## src/rtl/prom_writer.sv

```systemverilog
// Programming and verify controller for a registered-read PROM: streams words in,
// reads them all back against a shadow copy, and locks the image after a clean verify.
module prom_writer #(
    parameter int ADDR_WIDTH = 4,
    parameter int DATA_WIDTH = 4
) (
    input  logic                  clock,
    input  logic                  reset,
    input  logic                  start,
    input  logic                  in_valid,
    input  logic [DATA_WIDTH-1:0] in_data,
    output logic                  in_ready,
    output logic                  mem_wr_en,
    output logic [ADDR_WIDTH-1:0] mem_addr,
    output logic [DATA_WIDTH-1:0] mem_wr_data,
    output logic                  mem_rd_en,
    input  logic [DATA_WIDTH-1:0] mem_rd_data,
    output logic                  busy,
    output logic                  done,
    output logic                  error,
    output logic [ADDR_WIDTH-1:0] err_addr,
    output logic                  locked
);

    // Handshake: a word transfers on any rising clock edge where in_valid && in_ready;
    // in_ready is high for the whole WRITE state and in_data must hold while in_valid waits.

    localparam int DEPTH = 2 ** ADDR_WIDTH;
    localparam logic [ADDR_WIDTH-1:0] LAST_ADDR = ADDR_WIDTH'(DEPTH - 1);

    typedef enum logic [1:0] {
        IDLE,
        WRITE,
        VERIFY,
        CHECK_LAST
    } state_t;

    state_t                  state, state_nxt;
    logic [ADDR_WIDTH-1:0]   count, count_nxt;
    logic [DATA_WIDTH-1:0]   shadow [DEPTH];

    logic                    start_accept;
    logic                    handshake;
    logic                    cmp_en;
    logic [ADDR_WIDTH-1:0]   cmp_addr;
    logic                    mismatch;
    logic                    run_ok;

    assign start_accept = (state == IDLE) && start && !locked;
    assign handshake    = (state == WRITE) && in_valid;

    // Read data lags the issued address by one cycle, so the first VERIFY cycle has nothing to compare.
    assign cmp_en   = ((state == VERIFY) && (count != '0)) || (state == CHECK_LAST);
    assign cmp_addr = (state == CHECK_LAST) ? LAST_ADDR : count - 1'b1;
    assign mismatch = cmp_en && (mem_rd_data != shadow[cmp_addr]);
    assign run_ok   = (state == CHECK_LAST) && !error && !mismatch;

    always_comb begin
        state_nxt   = state;
        count_nxt   = count;
        in_ready    = 1'b0;
        mem_wr_en   = 1'b0;
        mem_addr    = '0;
        mem_wr_data = '0;
        mem_rd_en   = 1'b0;
        busy        = 1'b0;
        case (state)
            IDLE: begin
                if (start_accept) begin
                    state_nxt = WRITE;
                    count_nxt = '0;
                end
            end
            WRITE: begin
                busy     = 1'b1;
                in_ready = 1'b1;
                mem_addr = count;
                if (in_valid) begin
                    mem_wr_en   = 1'b1;
                    mem_wr_data = in_data;
                    count_nxt   = count + 1'b1;
                    if (count == LAST_ADDR) state_nxt = VERIFY;
                end
            end
            VERIFY: begin
                busy      = 1'b1;
                mem_rd_en = 1'b1;
                mem_addr  = count;
                count_nxt = count + 1'b1;
                if (count == LAST_ADDR) state_nxt = CHECK_LAST;
            end
            CHECK_LAST: begin
                busy      = 1'b1;
                state_nxt = IDLE;
            end
            default: state_nxt = IDLE;
        endcase
    end

    always_ff @(posedge clock or posedge reset) begin
        if (reset) begin
            state    <= IDLE;
            count    <= '0;
            done     <= 1'b0;
            error    <= 1'b0;
            err_addr <= '0;
            locked   <= 1'b0;
        end else begin
            state <= state_nxt;
            count <= count_nxt;
            done  <= run_ok;
            if (start_accept) begin
                error    <= 1'b0;
                err_addr <= '0;
            end else if (mismatch && !error) begin
                error    <= 1'b1;
                err_addr <= cmp_addr;
            end
            if (run_ok) locked <= 1'b1;
        end
    end

    // Shadow contents are don't-care after reset, so no reset branch.
    always_ff @(posedge clock) begin
        if (handshake) shadow[count] <= in_data;
    end

endmodule

```

## config.mk

```make
export PLATFORM = sky130hd
export DESIGN_NAME = prom_writer
export DESIGN_NICKNAME = d
export VERILOG_FILES = /design/src/rtl/prom_writer.sv
export SDC_FILE = /design/constraint.sdc
export NUM_CORES = 1
export LEC_CHECK = 0
export ABC_AREA = 1
export ABC_CLOCK_PERIOD_IN_PS = 6500
export CAP_MARGIN = 10
export CORE_UTILIZATION = 61
export CTS_CLUSTER_SIZE = 20
export DETAILED_ROUTE_END_ITERATION = 12
export GPL_ROUTABILITY_DRIVEN = 0
export PLACE_DENSITY = 0.88
export SETUP_SLACK_MARGIN = 0.2
export SYNTH_ARGS = -nofsm -noshare
export SYNTH_HDL_FRONTEND = slang
export SYNTH_SLANG_ARGS = --single-unit
```

## constraint.sdc

```tcl
create_clock -name clock -period 6.5 [get_ports clock]
set_input_delay 1.3 -clock clock [delete_from_list [all_inputs] [get_ports clock]]
set_output_delay 1.3 -clock clock [all_outputs]
set_load 0.1 [all_outputs]
```

==> run_summary.xml, run 1 <==
<?xml version="1.0" encoding="UTF-8"?>
<metrics>
  <group name="run_status">
    <metric name="run_status" unit="">completed</metric>
  </group>
  <group name="sta">
    <metric name="report.final.setup_viol" unit="">0</metric>
    <metric name="timing.clock.skew" unit="ns">0.00982</metric>
    <metric name="totalNegativeSetupSlack" unit="ns">0</metric>
    <metric name="timing_hold_violations_final" unit="">0</metric>
    <metric name="achievable-frequency" unit="GHz">0.207</metric>
    <metric name="setup_ws" unit="ns">1.67</metric>
    <metric name="setup_repair_after_global_routing_missed_its_margin" unit="">no</metric>
    <metric name="relSlewSlack" unit="">0.339</metric>
    <metric name="post-route-period-util" unit="">0.744</metric>
    <metric name="timing_worst_slew_pin_value" unit="ns">0.989</metric>
    <metric name="period_needed" unit="ns">4.83</metric>
    <metric name="final_max_slew_viol_count" unit="">0</metric>
  </group>
  <group name="power">
    <metric name="power.density" unit="nW/µm²">526</metric>
    <metric name="ir_drop" unit="µV">432</metric>
    <metric name="power_after_layout" unit="µW">2220</metric>
    <metric name="static-leakage-power" unit="µW">0.00172</metric>
  </group>
  <group name="min_path">
    <metric name="hp-start" unit="">error</metric>
    <metric name="holdCritPathClass" unit="">flop to flop</metric>
  </group>
  <group name="critical_path">
    <metric name="setup.worst_path.end" unit="">mem_wr_data[0]</metric>
    <metric name="worst_r2r_startpoint" unit="">state[0]</metric>
    <metric name="timing.critical_path.fanout_max" unit="">17</metric>
    <metric name="r2r_slack" unit="ns">3.59</metric>
    <metric name="critical_path.reg2reg.endpoint" unit="">err_addr[0]</metric>
    <metric name="critPathMostFrequentCell" unit="">clkdlybuf4s50_1</metric>
    <metric name="critPathRequiredTime" unit="ns">5.20</metric>
    <metric name="worst_r2r_path_depth" unit="">15</metric>
    <metric name="data_arrival_time_of_the_worst_path" unit="ns">3.53</metric>
    <metric name="setup.worst_path.end_class" unit="">output pin</metric>
    <metric name="critPathSlowestCell" unit="">clkdlybuf4s50_1</metric>
    <metric name="critPathTopFamily" unit="">buffers and inverters</metric>
    <metric name="crit_type" unit="">input pin to output pin</metric>
    <metric name="cp.depth" unit="">4</metric>
    <metric name="critical_path_buf_inv_count" unit="">3</metric>
    <metric name="crit_path_start_kind" unit="">input pin</metric>
    <metric name="critical_path.cell_chain" unit="">clkdlybuf4s50_1 &gt; inv_1 &gt; nor2_1 &gt; clkdlybuf4s50_1</metric>
    <metric name="critPathMaxStageDelay" unit="ns">1.15</metric>
    <metric name="source_of_the_critical_timing_path" unit="">in_data[0]</metric>
  </group>
  <group name="clocking">
    <metric name="cts_max_path_buffers" unit="">2</metric>
    <metric name="cts_num_sinks" unit="">77</metric>
    <metric name="number_of_buffers_created_by_cts" unit="">9</metric>
    <metric name="cts_root_buffer" unit="">clkbuf_8</metric>
    <metric name="clk_transition_reported_paths" unit="ns">0.08</metric>
    <metric name="clock_tree_from_tritoncts" unit="">yes</metric>
    <metric name="clock_latency" unit="ns">0.34</metric>
    <metric name="post_cts_resize_count" unit="">0</metric>
    <metric name="h_tree_lvl_count" unit="">3</metric>
    <metric name="postCtsHoldBufs" unit="">0</metric>
    <metric name="postCtsSetupRepairBufs" unit="">0</metric>
  </group>
  <group name="place">
    <metric name="placed_cells" unit="">456</metric>
    <metric name="dpl-instance-area" unit="µm²">4050</metric>
    <metric name="buffer_ports.inserted" unit="">30</metric>
    <metric name="preCtsSetupSlack" unit="ns">1.70</metric>
    <metric name="hpwl_reported_at_the_end_of_detailed_placement" unit="mm">5.36</metric>
  </group>
  <group name="route">
    <metric name="detailedRoute.firstPassIterationCount" unit="">8</metric>
    <metric name="met3_wirelength" unit="µm">990</metric>
    <metric name="met2_length" unit="mm">4.05</metric>
    <metric name="top_layer" unit="">met4</metric>
    <metric name="route.final.wire_length" unit="mm">8.32</metric>
    <metric name="vias_per_cell" unit="">5.86</metric>
    <metric name="antenna_left" unit="">0</metric>
    <metric name="count_of_vias_placed_by_the_detailed_router" unit="">2766</metric>
    <metric name="drc" unit="">0</metric>
    <metric name="wl_met1" unit="mm">3.02</metric>
    <metric name="avgRoutedWirePerCell" unit="µm">17.6</metric>
    <metric name="detailedRoute.firstIterationViolations" unit="">373</metric>
  </group>
  <group name="floorplanning">
    <metric name="core_area" unit="µm²">5920</metric>
    <metric name="horiz_die_dim" unit="µm">80.1</metric>
    <metric name="dieHeight" unit="µm">80.1</metric>
    <metric name="rows" unit="">28</metric>
    <metric name="dieArea" unit="µm²">6420</metric>
    <metric name="start_util" unit="">0.629</metric>
    <metric name="design.portCount" unit="">31</metric>
  </group>
  <group name="grt">
    <metric name="grt_overflow_total" unit="">0</metric>
    <metric name="grt_pass1_vias" unit="">2506</metric>
    <metric name="grt_max_degree" unit="">33</metric>
    <metric name="antenna_found_initial" unit="">0</metric>
    <metric name="wire_length_of_the_first_global_routing_pass" unit="mm">12.3</metric>
    <metric name="global_route.usage.total" unit="">0.273</metric>
  </group>
  <group name="finish">
    <metric name="finalNetCount" unit="">415</metric>
    <metric name="finish.cell_count_without_fillers" unit="">472</metric>
    <metric name="final_cell_mix" unit="">nand3_1, nand2_1, edfxtp_1</metric>
    <metric name="layout-area-overhead-vs-synth" unit="%">13.2</metric>
    <metric name="finish.instance_area" unit="µm²">4220</metric>
    <metric name="n_antenna_cell" unit="">0</metric>
    <metric name="mostFrequentLayoutCell" unit="">nand3_1</metric>
    <metric name="final_layout_size_suffix_gt1_frac" unit="">0.106</metric>
  </group>
  <group name="synthesis">
    <metric name="ys_seq_area_frac" unit="">0.603</metric>
    <metric name="synth.avg_cell_area" unit="µm²">10.3</metric>
    <metric name="share_of_the_synthesized_area_in_the_top_cell_type" unit="">0.516</metric>
    <metric name="async_flop_share" unit="">0.169</metric>
    <metric name="synth.lib_cells_used.distinct" unit="">27</metric>
    <metric name="syn_area" unit="µm²">3720</metric>
    <metric name="synth.net_count" unit="">385</metric>
    <metric name="yosysTopAreaCell" unit="">edfxtp_1</metric>
    <metric name="post_synth_inst_count" unit="">362</metric>
    <metric name="synth_top_cells_by_area" unit="">edfxtp_1, nand3_1, dfrtp_1</metric>
    <metric name="ys.flop_type" unit="">edfxtp_1</metric>
    <metric name="yosys_register_bits" unit="">77</metric>
    <metric name="synth-edff-count" unit="">64</metric>
    <metric name="yosysWarnings" unit="">0</metric>
  </group>
  <group name="job">
    <metric name="maxCapViolations" unit="">0</metric>
  </group>
</metrics>
## how the worst min path moves through the flow
stage,endpoint,slack [ns],cells after the start
floorplan,state[1],0.60,2
global route,done,0.50,1
finish,done,0.48,1
CTS,done,0.48,1
detailed placement,done,0.46,1
global placement,locked,0.47,1
## routing by layer
layer  vias up  GRT usage
met2       191      0.433
met3        30     0.0557
li1       1287          -
met5         -          0
met1      1258      0.356
met4         0      0.145
## per-stage QoR
stage                     utilization  hold WS [ns]
after floorplan                     -         0.600
after global placement          0.684         0.471
after detailed placement        0.684         0.462
after CTS                       0.712         0.483
after global routing            0.712         0.498
final                           0.712         0.478
## registers in the layout, summed over array words and instances (netlist names)
name and cells:
shadow 64, count 4, err_addr 4, state 2, done 1, error 1, locked 1
## area by class of cell
| cell class | count | area, µm² |
|---|---|---|
| flip-flops and latches | 77 | 2250 |
| fillers | 416 | 1710 |
| multi-input cells | 240 | 1270 |
| repair buffers | 31 | 308 |
| clock buffers | 11 | 131 |
| inverters | 33 | 129 |
| well taps | 75 | 93.8 |
| clock inverters | 5 | 36.3 |
## logic make-up after synthesis
kind of cell,Yosys count,share of synthesized area
compound gates,9,0.0124
fa+ha+maj,11,0.0370
buf+inv,45,0.0554
xor+xnor,1,0.00235
flops,77,0.603
simple gates,219,0.289
## Yosys cell counts (5+ instances only)
cell type,count
nand3_1,87
inv_1,26
nand2_1,84
buf_4,5
nand3_2,7
ha_1,11
edfxtp_1,64
inv_2,5
dfrtp_1,13
nor2_1,24
buf_2,5
## where the power goes
group	total (µW)	switching [µW]	internal, µW
combinational	1290	955	338
sequential	612	31.0	581
clock	313	173	140
No activity file was read; power rests on OpenSTA's default activity.
==> inputs of run 2 (changes only) <==
--- a/config.mk
+++ b/config.mk
@@ -6,13 +6,13 @@
 export NUM_CORES = 1
 export LEC_CHECK = 0
 export ABC_AREA = 1
-export ABC_CLOCK_PERIOD_IN_PS = 6500
+export ABC_CLOCK_PERIOD_IN_PS = 4100
 export CAP_MARGIN = 10
-export CORE_UTILIZATION = 61
+export CORE_UTILIZATION = 52
 export CTS_CLUSTER_SIZE = 20
 export DETAILED_ROUTE_END_ITERATION = 12
 export GPL_ROUTABILITY_DRIVEN = 0
-export PLACE_DENSITY = 0.88
+export PLACE_DENSITY = 0.81
 export SETUP_SLACK_MARGIN = 0.2
 export SYNTH_ARGS = -nofsm -noshare
 export SYNTH_HDL_FRONTEND = slang
==> constraint.sdc (replaced) <==
create_clock -name clock -period 4.1 [get_ports clock]
set_input_delay 0.82 -clock clock [delete_from_list [all_inputs] [get_ports clock]]
set_output_delay 0.82 -clock clock [all_outputs]
set_load 0.1 [all_outputs]
==> run_summary.xml, run 2 (synthesized netlist as in run 1, its figures left out) <==
<?xml version="1.0" encoding="UTF-8"?>
<metrics>
  <group name="run_status">
    <metric name="run_status" unit="">completed</metric>
  </group>
  <group name="route">
    <metric name="drc" unit="">0</metric>
    <metric name="route.final.wire_length" unit="mm">8.22</metric>
    <metric name="detailedRoute.firstIterationViolations" unit="">275</metric>
    <metric name="antenna_left" unit="">0</metric>
    <metric name="avgRoutedWirePerCell" unit="µm">16.6</metric>
    <metric name="detailedRoute.firstPassIterationCount" unit="">5</metric>
    <metric name="count_of_vias_placed_by_the_detailed_router" unit="">2742</metric>
    <metric name="vias_per_cell" unit="">5.54</metric>
  </group>
  <group name="grt">
    <metric name="antenna_found_initial" unit="">0</metric>
    <metric name="global_route.usage.total" unit="">0.238</metric>
    <metric name="grt_max_degree" unit="">33</metric>
    <metric name="grt_pass1_vias" unit="">2496</metric>
    <metric name="grt_overflow_total" unit="">0</metric>
    <metric name="wire_length_of_the_first_global_routing_pass" unit="mm">12.8</metric>
  </group>
  <group name="finish">
    <metric name="multi_input_comb_area" unit="µm²">1270</metric>
    <metric name="mostFrequentLayoutCell" unit="">nand3_1</metric>
    <metric name="num-fill-cells" unit="">520</metric>
    <metric name="final_layout_size_suffix_gt1_frac" unit="">0.138</metric>
    <metric name="finish.instance_area" unit="µm²">4300</metric>
    <metric name="n_antenna_cell" unit="">0</metric>
    <metric name="finalNetCount" unit="">417</metric>
    <metric name="final_cell_mix" unit="">nand3_1, nand2_1, edfxtp_1</metric>
    <metric name="finish.cell_count_without_fillers" unit="">495</metric>
    <metric name="largest-register" unit="">shadow</metric>
    <metric name="layout-area-overhead-vs-synth" unit="%">15.4</metric>
    <metric name="final-seq-area" unit="µm²">2250</metric>
    <metric name="largest_register_ffs" unit="">64</metric>
    <metric name="largest_registers_ranked_by_flip_flop_count" unit="">shadow: 64 flops, count: 4 flops, err_addr: 4 flops</metric>
  </group>
  <group name="critical_path">
    <metric name="crit_type" unit="">flop to output pin</metric>
    <metric name="crit_path_start_kind" unit="">flop</metric>
    <metric name="critical_path.cell_chain" unit="">inv_1 &gt; ha_1 &gt; clkdlybuf4s50_1</metric>
    <metric name="worst_r2r_startpoint" unit="">count[0]</metric>
    <metric name="critical_path_buf_inv_count" unit="">2</metric>
    <metric name="critPathRequiredTime" unit="ns">3.28</metric>
    <metric name="timing.critical_path.fanout_max" unit="">4</metric>
    <metric name="critPathMaxStageDelay" unit="ns">1.15</metric>
    <metric name="setup.worst_path.end_class" unit="">output pin</metric>
    <metric name="critPathTopFamily" unit="">buffers and inverters</metric>
    <metric name="source_of_the_critical_timing_path" unit="">state[0]</metric>
    <metric name="data_arrival_time_of_the_worst_path" unit="ns">2.30</metric>
    <metric name="critPathSlowestCell" unit="">clkdlybuf4s50_1</metric>
  </group>
  <group name="sta">
    <metric name="totalNegativeSetupSlack" unit="ns">0</metric>
    <metric name="relSlewSlack" unit="">0.353</metric>
    <metric name="worst_hold_slack" unit="ns">0.482</metric>
    <metric name="setup_repair_after_global_routing_missed_its_margin" unit="">no</metric>
    <metric name="period_needed" unit="ns">3.12</metric>
    <metric name="report.final.setup_viol" unit="">0</metric>
    <metric name="timing_worst_slew_pin_value" unit="ns">0.968</metric>
    <metric name="final_max_slew_viol_count" unit="">0</metric>
    <metric name="post-route-period-util" unit="">0.762</metric>
    <metric name="achievable-frequency" unit="GHz">0.320</metric>
    <metric name="timing.clock.skew" unit="ns">0.0104</metric>
    <metric name="timing_hold_violations_final" unit="">0</metric>
  </group>
  <group name="clocking">
    <metric name="h_tree_lvl_count" unit="">3</metric>
    <metric name="cts_num_sinks" unit="">77</metric>
    <metric name="cts_max_path_buffers" unit="">2</metric>
    <metric name="cts_root_buffer" unit="">clkbuf_8</metric>
    <metric name="clock_tree_from_tritoncts" unit="">yes</metric>
    <metric name="postCtsSetupRepairBufs" unit="">0</metric>
    <metric name="post_cts_resize_count" unit="">0</metric>
    <metric name="clk_transition_reported_paths" unit="ns">0.08</metric>
    <metric name="number_of_buffers_created_by_cts" unit="">9</metric>
    <metric name="postCtsHoldBufs" unit="">0</metric>
    <metric name="clock_latency" unit="ns">0.35</metric>
  </group>
  <group name="floorplanning">
    <metric name="start_util" unit="">0.542</metric>
    <metric name="design.portCount" unit="">31</metric>
    <metric name="dieArea" unit="µm²">7500</metric>
    <metric name="rows" unit="">30</metric>
    <metric name="core_area" unit="µm²">6870</metric>
    <metric name="horiz_die_dim" unit="µm">86.6</metric>
    <metric name="dieHeight" unit="µm">86.6</metric>
  </group>
  <group name="min_path">
    <metric name="hp-start" unit="">error</metric>
    <metric name="holdCritPathClass" unit="">flop to flop</metric>
  </group>
  <group name="place">
    <metric name="hpwl_reported_at_the_end_of_detailed_placement" unit="mm">5.38</metric>
    <metric name="placed_cells" unit="">479</metric>
    <metric name="buffer_ports.inserted" unit="">30</metric>
    <metric name="dpl-instance-area" unit="µm²">4070</metric>
  </group>
  <group name="job">
    <metric name="maxCapViolations" unit="">0</metric>
  </group>
</metrics>
run 2: cell count changes in the layout (fill, tap and decap cells not counted), sizes merged:
cell           delta
buf              +11
clkdlybuf4s50     -9
clkinv            -3
bufinv            +2
clkbuf            -2
inv               +2
clkinvlp          +1
run 2: worst paths after layout:
path | cells past startpoint | slack, ns | endpoint
setup / recovery | 3 | 0.98 | mem_rd_en
setup reg to reg | 16 | 1.13 | err_addr[1]
hold / removal | 1 | 0.48 | done
hold reg to reg | 1 | 0.48 | done
max in group asynchronous | 2 | 2.97 | done
min in group asynchronous | 2 | 0.80 | state[1]
run 2: layout make-up:
type	count	share of cell area
clock buffers	9	0.0288
clock inverters	7	0.0245
inverters	33	0.0300
multi-input cells	240	0.296
flip-flops and latches	77	0.523
well taps	96	0.0280
repair buffers	33	0.0699
run 2: through the flow:
step                      setup WS, ns  utilization
final                            0.977        0.625
after global routing             0.901        0.625
after CTS                        0.971        0.625
after detailed placement          1.16        0.592
after global placement            1.17        0.592
after floorplan                  0.300            -
run 2: worst register-to-register path, cell delays in order, from the launching register on:
cell,delay [ns]
dfrtp_1,0.33
buf_4,0.31
inv_2,0.16
ha_1,0.36
nand2_2,0.28
inv_4,0.30
nand3_1,0.15
nand3_2,0.12
nand3_1,0.14
nand3b_1,0.13
nand2_1,0.09
nor2_4,0.11
nand2_4,0.08
nand3_4,0.09
nand2_2,0.08
nand2_1,0.07
nand2_1,0.05
run 2: layer usage:
metal | up-vias | global-route usage | share of wire
met2 | 141 | 0.375 | 0.47
met4 | 0 | 0.123 | 0.029
met1 | 1282 | 0.306 | 0.41
li1 | 1294 | - | -
met5 | - | 0 | 0
met3 | 25 | 0.0610 | 0.095
Power of run 2 is not shown: default switching activity piles up to over one toggle a cycle in this logic, so the estimate is an artifact.
==> RTL edit (settings of run 1) <==
Put one more register stage on the output `err_addr`, without a reset. The value now appears one clock later. The other outputs are not delayed to match.
--- a/src/rtl/prom_writer.sv
+++ b/src/rtl/prom_writer.sv
@@ -34,6 +34,8 @@
         VERIFY,
         CHECK_LAST
     } state_t;
+
+    logic [ADDR_WIDTH-1:0] err_addr_s0;
 
     state_t                  state, state_nxt;
     logic [ADDR_WIDTH-1:0]   count, count_nxt;
@@ -103,7 +105,7 @@
             count    <= '0;
             done     <= 1'b0;
             error    <= 1'b0;
-            err_addr <= '0;
+            err_addr_s0 <= '0;
             locked   <= 1'b0;
         end else begin
             state <= state_nxt;
@@ -111,10 +113,10 @@
             done  <= run_ok;
             if (start_accept) begin
                 error    <= 1'b0;
-                err_addr <= '0;
+                err_addr_s0 <= '0;
             end else if (mismatch && !error) begin
                 error    <= 1'b1;
-                err_addr <= cmp_addr;
+                err_addr_s0 <= cmp_addr;
             end
             if (run_ok) locked <= 1'b1;
         end
@@ -125,5 +127,9 @@
         if (handshake) shadow[count] <= in_data;
     end
 
+    always_ff @(posedge clock) begin
+        err_addr <= err_addr_s0;
+    end
+
 endmodule
 
Behaviour: same outputs for any inputs over 10 cycles, from zero or initial values and one cycle with reset high; that may be too few to reach the edited logic, so the function may still have changed.
==> RTL edit against run 1 <==
Fmax grew 1.3%; critical path depth is the same; area after synthesis shrank 0.71%; die area shrank 0.69%; synthesized cell count grew 1.1%; routed wire length shrank 6.6%; clock skew grew 2.6 ps; sequential cell count grew 4; first-iteration DRC count shrank 0.27%; worst setup slack gained 60 ps; design area grew 0.24%; sequential share of layout area grew 1.8 points; highest routed layer unchanged.
Power is left out: the tool's default activity adds up to more than one toggle a clock period on the data nets, which glitch-free logic cannot reach.
==> RTL edit: results (changes against run 1) <==
stage;metric;value;unit;change
finish;clkbuf_count;10;;-1
finish;multi_input_area_share;27.89;%;-2.2 points
synthesis;synth_cell_types;22;;-19%
finish;fin_nets;419;;+0.96%
finish;final_core_util;74.45;%;+3.3 points
finish;diodes;0;;unchanged
finish;inv_count;34;;+3.0%
synthesis;ys.flop_type;edfxtp_1;;
worst_setup_path;arrival;3470;ps;-60 ps
placement;dp_hpwl;5.149;mm;-3.9%
grt;grt_pass1_wl;12.21;mm;-0.56%
grt;met1_usage;36.30;%;+0.70 points
route;wl_met2;3.733;mm;-7.8%
placement;post-place-cells;457;;+0.22%
grt;antenna_found_initial;0;;unchanged
finish;n_fill_cell;345;;-17%
worst_setup_path;slowest_stage;clkdlybuf4s50_1;;
synthesis;synth-edff-count;64;;unchanged
grt;use_met3;4.800;%;-0.77 points
floorplanning;dieArea;6377;µm²;-0.69%
clocking;insertion_delay;350;ps;
route;wl_met1;3.051;mm;+1.2%
finish;clk_share;4.590;%;+0.61 points
placement;dp_slack;1754;ps;+55.06 ps
sta;tightest_slew;978.9;ps;-9.982 ps
finish;n_all_buffers;31;;unchanged
route;dr.pass1.iters;5;;-3
grt;grt_use_met2;40.09;%;-3.2 points
grt;grt_use_total;26.68;%;-0.67 points
finish;drive_above_1_share;7.731;%;-2.8 points
synthesis;async_flop_share;16.05;%;-0.83 points
route;drt-initial-drc-count;372;;-0.27%
grt;grt_max_degree;33;;unchanged
route;num_vias;2771;;+0.18%
synthesis;syn-num-nets;389;;+1.0%
finish;largest-register;shadow;;
synthesis;synth_common_cells;nand3_1, nand2_1, edfxtp_1;;
route;wire_per_inst;16.42;µm;-6.8%
synthesis;syn-instance-count;366;;+1.1%
placement;postPlaceCellArea;4031;µm²;-0.40%
placement;numPortBuffers;30;;unchanged
grt;first_global_vias;2500;;-0.24%
route;routed_via_density;5.858;;about the same
synthesis;synth_area_leaders;edfxtp_1, nand3_1, nand2_1;;
synthesis;yosysSeqAreaShare;62.94;%;+2.6 points
finish;buf_share;7.285;%;-0.017 points
finish;seq_area;2327;µm²;+3.6%
route;dr_wl_met3;827;µm;-16%
outcome;outcome;complete, no violations;;
synthesis;ys_seq_elements;81;;+5.2%
sta;fin_skew;12.38;ps;+2.557 ps
clocking;numCtsBuffers;9;;unchanged
finish;multi_input_comb_cells;239;;-0.42%
## RTL edit: worst reg2reg max path, stage by stage (launching register included)
cell	delay, ps
dfrtp_1	430
ha_1	270
inv_1	590
nand2_2	600
nand2_1	210
nand3_1	110
nand3_1	160
nand3_1	110
nand3b_1	110
nand2_1	60
nor2_1	120
nand2_2	90
nand3_2	130
nand2_2	90
nand2_1	80
nand2_1	50
## RTL edit: worst paths after layout
path,endpoint,startpoint,slack [ps],cells past startpoint
max in group asynchronous,state[0],reset,4890,2
hold reg to reg,err_addr[2],err_addr_s0[2],380,0
hold / removal,err_addr[2],err_addr_s0[2],380,0
setup / recovery,mem_wr_data[3],in_data[3],1730,4
min in group asynchronous,count[0],reset,1270,2
setup reg to reg,err_addr_s0[0],state[0],3190,15
## RTL edit: cell families after synthesis
logic type | synth area share (%)
adders and majority gates | 3.722
AOI/OAI and AO/OA | 1.726
DFF | 62.94
and+or+nand+nor | 26.43
buffers and inverters | 5.177
